File: src/rtl/instr_loader.sv
// Program loader: streams host words into instruction memory while holding the
// processor in reset, then releases the program counter once the last word lands.
module instr_loader #(
  parameter int          MAX_WORDS = 256,
  parameter logic [31:0] BASE_ADDR = 32'd0
) (
  input  logic        clk,
  input  logic        reset,
  input  logic        start,
  input  logic [31:0] progData,
  input  logic        progValid,
  input  logic        progLast,
  output logic        progReady,
  output logic [31:0] instrAddr,
  output logic [31:0] instrIn,
  output logic        instrWrite,
  output logic        initializing,
  output logic        pcReset,
  output logic        pcWrite,
  output logic [15:0] wordCount,
  output logic        done,
  output logic        overflow
);

  typedef enum logic [2:0] {IDLE, LOAD, FLUSH, RUN, ERROR} state_t;

  localparam logic [15:0] MAX_CNT = 16'(MAX_WORDS);

  state_t      state, stateNext;
  logic [15:0] count_p0;
  logic        vld_p1;
  logic [31:0] data_p1;
  logic [31:0] addr_p1;
  logic        room;
  logic        accept;

  assign room   = (count_p0 < MAX_CNT);
  assign accept = progValid && progReady;

  always_ff @(posedge clk) begin
    if (reset) state <= IDLE;
    else       state <= stateNext;
  end

  always_comb begin
    stateNext    = state;
    progReady    = 1'b0;
    initializing = 1'b1;
    pcReset      = 1'b1;
    pcWrite      = 1'b0;
    done         = 1'b0;
    overflow     = 1'b0;
    case (state)
      IDLE: if (start) stateNext = LOAD;
      LOAD: begin
        progReady = room;
        if (accept && progLast)      stateNext = FLUSH;
        else if (progValid && !room) stateNext = ERROR;
      end
      // one spare cycle lets the registered final write reach memory
      FLUSH: stateNext = RUN;
      RUN: begin
        initializing = 1'b0;
        pcReset      = 1'b0;
        pcWrite      = 1'b1;
        done         = 1'b1;
      end
      ERROR:   overflow  = 1'b1;
      default: stateNext = IDLE;
    endcase
  end

  // p0: beat acceptance and word counting
  always_ff @(posedge clk) begin
    if (reset)       count_p0 <= 16'd0;
    else if (accept) count_p0 <= count_p0 + 16'd1;
  end

  // p1: registered memory write, one cycle after the accepted beat
  always_ff @(posedge clk) begin
    if (reset) begin
      vld_p1  <= 1'b0;
      data_p1 <= 32'd0;
      addr_p1 <= BASE_ADDR;
    end else begin
      vld_p1 <= accept;
      if (accept) begin
        data_p1 <= progData;
        addr_p1 <= BASE_ADDR + {14'd0, count_p0, 2'b00};
      end
    end
  end

  assign instrWrite = vld_p1;
  assign instrIn    = data_p1;
  assign instrAddr  = addr_p1;
  assign wordCount  = count_p0;

endmodule

File: config.mk
export PLATFORM = sky130hd
export DESIGN_NAME = instr_loader
export DESIGN_NICKNAME = d
export VERILOG_FILES = /design/src/rtl/instr_loader.sv
export SDC_FILE = /design/constraint.sdc
export NUM_CORES = 1
export LEC_CHECK = 0
export ABC_AREA = 1
export BUFFER_PORTS_ARGS = -buffer_cell sky130_fd_sc_hd__buf_4
export CAP_MARGIN = 10
export CORE_MARGIN = 1
export CORE_UTILIZATION = 46
export CTS_CLUSTER_DIAMETER = 60
export DETAILED_ROUTE_END_ITERATION = 10
export PLACE_DENSITY = 0.79
export SYNTH_ARGS = -nofsm -noshare
export SYNTH_HDL_FRONTEND = slang
export SYNTH_SLANG_ARGS = --single-unit
File: constraint.sdc
create_clock -name clk -period 1.5 [get_ports clk]
set_input_delay 0.45 -clock clk [delete_from_list [all_inputs] [get_ports clk]]
set_output_delay 0.45 -clock clk [all_outputs]
set_load 0.05 [all_outputs]
Word level (Yosys, flattened, before mapping)
Cells that the tools add are included.

cells by class
  add/subtract/negate cells = 1
  $mul = 0
  divide/modulo/power cells = 0
  order comparisons = 1
  equality and inequality tests = 6
  shifts and indexed selects = 0
  multiplexer cells = 8
  bitwise operators = 1
  reduce and logical (&&, ||, !) cells = 7

operators by type and width
  cell                   count
  $add 16x1->16 const B  1
  $lt 16x9->1 const B    1
  $pmux 3 s4             1
  $mux 3                 3
  $eq 3x2->1 const B     2
  $mux 1                 4
  $eq 3x1->1 const B     1
  $eq 3x3->1 const B     1
  $logic_and 1x1->1      3
  $logic_not 3->1        1
  $ne 3x3->1 const B     1
  $reduce_and 3->1       1
  $ne 2x2->1 const B     1
  $reduce_or 2->1        1
  $logic_not 1->1        1
  $not 1->1              1

storage, ports and cells
  register bits = 68
  latch bits = 0
  RAM bits = 0
  memory bits (read-only) = 0
  input port bits = 37
  output and inout bits = 87
  word-level logic and storage cells = 29
  memories kept = 0

Depth between registers and ports, before layout
  depth in word-level cells = 6
  mapped depth = 10

Worst setup path after synthesis
Ideal clock, no wire load.

  path kind = flip-flop to output port
  from = register state[2]
  to = output port pcWrite
  arrival time = 1.727 ns
  path slack = -0.677 ns
  stages on the path, launching flop included = 5
  path buffers = 1
  cells stage by stage = dfxtp_1 inv_1 nand3_1 inv_1 buf_4

on the way
  cells in the longest elaborated chain, start to end = 2

ends and longest elaborated chain
  item                    line  source
  start, declared         29    state_t state, stateNext;
  start signal, assigned  42    else state <= stateNext;
  $eq 3x2->1              n/a
  $mux 1                  n/a
  end, declared           19    output logic pcWrite,

No other way between the ends.

Worst setup path in the final report
  from = register count_p0[10] (netlist: wordCount[10])
  to = output port progReady

on the way
  cells in the longest elaborated chain, start to end = 2

ends and longest elaborated chain
  item                    line  source
  start, declared         30    logic [15:0] count_p0;
  start signal, assigned  76    else if (accept) count_p0 <= count_p0 + 16'd1;
  $lt 16x9->1             37    assign room = (count_p0 < MAX_CNT);
  $mux 1                  53    case (state)
  end, declared           13    output logic progReady,

No other way between the ends.

==> summary.txt <==
Status
  • Status: finished, violations left
  • Failing checks: setup timing

Yosys
  • Synth top area share: approximately 50%
  • Mapped Cells: 343
  • Synthesized flop and latch total: 68
  • Synth area leader: dfxtp_1
  • Register area share after synthesis: 50.7%
  • Count of cell types in the netlist: 25
  • Syn avg cell area: 7.83 sq um
  • Dominant cells by area after synthesis: dfxtp_1 (51%), nand2_1 (13%), a21oi_1 (6.7%)
  • Post-Synthesis Cell Area: between 0.002 and 0.003 sq mm
  • Yosys warnings: 0

Clock network
  • Clock Sinks: 68
  • # H-tree levels: 3
  • Clock Root Buffer: clkbuf_8
  • Clk buf depth: 2
  • Clock latency on the worst-skew pair: 0.35 ns
  • Number of buffers created by CTS: 9
  • CTS tree: built
  • Worst-path clk slew: 0.07 ns

Route
  • Wire length per cell: 17.7 um
  • DRC Markers: 0
  • Total number of vias: between 2000 and 3000
  • Routed vias/inst: 5.22
  • Initial DRC Count: 129
  • Final ANT Viol Nets: 0
  • Total Wirelength: ~10 mm
  • First-pass DRT Iterations: 4

Global route
  • Antenna violations before repair: 0
  • Vias in the first global route: 2316
  • Total GRT Usage: 22.2%
  • Global route overflow: 0
  • Largest net degree at the start of global routing: 36
  • First-pass GRT wire length: 10.6 mm

STA
  • Slew Viols, Final: 0
  • Setup violators final: 42
  • Setup ws final: -0.286 ns
  • Clock skew: 0.00705 ns
  • Tmin final: 1.79 ns
  • Fmax: 560 MHz
  • Period utilization: 119%
  • RSZ-0062 raised after global routing: yes
  • Final hold viol count: 0

Placement
  • IO Port Bufs: ~110
  • Post-DP HPWL: 4.39 mm
  • Pre-CTS worst setup slack: 0.0167 ns
  • Placer congestion estimate: 0.765

Worst setup path
  • Startpoint type of the worst setup path: flip-flop
  • Endpoint type of the worst setup path: primary output
  • Worst Setup Path Type: flip-flop to primary output
  • CP required: between 1 and 1.5 ns
  • Crit path DAT: between 1 and 1.5 ns
  • Crit Path Max Fanout: 3

Layout
  • Area grow syn2layout: 78.3%
  • Antenna cells: 0
  • Final #Nets: 510
  • Final core occ: around 86%
  • Fraction of layout cells with a size suffix above 1: between 60% and 70%

Die
  • Die width: 78.4 um
  • Core outline area: 0.00557 sq mm
  • Die Footprint: between 0.006 and 0.007 sq mm
  • Starting density of the core: between 40% and 50%
  • Std-Cell Rows: 27
  • IO Pins: between 100 and 150
  • DIE HEIGHT: between 70 and 80 um

Run
  • Maxcap violations: 0

Hold path
  • Worst min path class: input port to flip-flop

Power and ir drop
  • Leak: 2.20 nW
  • Pwr Density: around 1300 mW/mm^2
  • VDD IR max: 0.000875 V
## state kept, by name, summed over array words and instances (netlist names)
signal / flops
instrWrite: 1
instrAddr: 16
state: 3
wordCount: 16
instrIn: 32
## area by class of cell
type                    count  area, sq um
clock buffers              10          138
clock inverters             6          111
fillers                   290          786
inverters                  26          116
multi-input cells         228         1650
flip-flops and latches     68         1390
well taps                  72         90.1
repair buffers            139         1300
## layer usage
metal | vias up | wire length (um) | part of all wire, % | GRT usage [%]
met5 | - | 0 | 0 | 0
met4 | 0 | 382 | 3.9 | 8.89
met3 | 35 | 473 | 4.9 | 5.35
met2 | 128 | 5290 | 54 | 38.2
met1 | 1398 | 3580 | 37 | 26.5
li1 | 1307 | - | - | -
## critical path: stages (launching register included)
cell and delay (ns):
dfxtp_2 0.35, inv_2 0.07, nand2_2 0.05, nor2_2 0.13, nand2_2 0.10, nor2_4 0.14, buf_8 0.16
## through the flow
step / std cells / cell area, sq um / hold WS [ns] / setup TNS, ns / power [mW]
floorplan: 358 / 2790 / 0.542 / -0.179 / 3.05
global placement: 511 / 3560 / 0.417 / 0 / 3.39
detailed placement: 511 / 3560 / 0.420 / 0 / 3.41
CTS: 532 / 3920 / 0.354 / -0.829 / 5.35
global route: 549 / 4790 / 0.350 / -6.14 / 6.22
finish: 549 / 4790 / 0.354 / -2.23 / 6.04
## Yosys cell counts
| library cell | n |
|---|---|
| conb_1 | 1 |
| nand4_1 | 1 |
| nor3_2 | 1 |
| a31oi_1 | 1 |
| nand3_1 | 11 |
| nand2_1 | 96 |
| nor3b_1 | 2 |
| buf_4 | 22 |
| o211a_1 | 1 |
| nor2_1 | 29 |
| o21ai_0 | 4 |
| or2_2 | 1 |
| ha_1 | 1 |
| nor3_1 | 6 |
| a21oi_1 | 36 |
| clkbuf_1 | 8 |
| buf_2 | 4 |
| dfxtp_1 | 68 |
| nand2_2 | 10 |
| a21oi_2 | 10 |
| buf_8 | 1 |
| inv_1 | 24 |
| o21ai_1 | 2 |
| buf_6 | 1 |
| inv_2 | 2 |
## cells in the final DEF (no fill, tap or decap), drive strengths merged
master    synthesis  routed
nand3            11      11
bufinv            0       3
clkinv            0       3
o211a             1       1
buf              28     133
nor2             29      29
or2               1       1
nand4             1       1
nor3              7       7
nand2           106     106
ha                1       1
nor3b             2       2
o21ai             6       6
conb              1      16
dfxtp            68      68
a31oi             1       1
clkbuf            8      16
a21oi            46      46
inv              26      24
clkinvlp          0       2
## what timing repair did
| item | in CTS | in global routing |
|---|---|---|
| gates cloned | 0 | 9 |
| gates resized for setup | 22 | 178 |
| pin swaps | 4 | 40 |
| setup buffers | 5 | 8 |
| hold buffers | 0 | 0 |
| setup endpoints to repair | 8 | 53 |
## path summary, 6_finish.rpt
check / cells after the start / end / from / slack [ns]
setup / recovery: 6 / progReady / wordCount[10] / -0.29
setup reg to reg: 7 / wordCount[8] / wordCount[1] / -0.16
hold / removal: 3 / instrIn[10] / progData[10] / 0.35
hold reg to reg: 2 / instrAddr[10] / instrAddr[10] / 0.44
## cell families (layout without fill, tap and decap cells)
kind of cell	Yosys count	in the layout	share of synthesized area (%)
AND/OR/NAND/NOR	157	157	24.4
flip-flops	68	68	50.7
buffers and inverters	62	181	12.6
AO/OA/AOI/OAI	54	54	11.7
adder cells (fa/ha/maj)	1	1	0.466
other	1	16	0.140
## where the power goes
part | leakage, nW | total [mW] | internal, mW | switching, mW
logic | 1.52 | 2.11 | 0.814 | 1.30
clock network | 0.122 | 1.88 | 1.15 | 0.730
registers | 0.558 | 2.04 | 1.93 | 0.112
No activity file was read; power rests on OpenSTA's default activity.
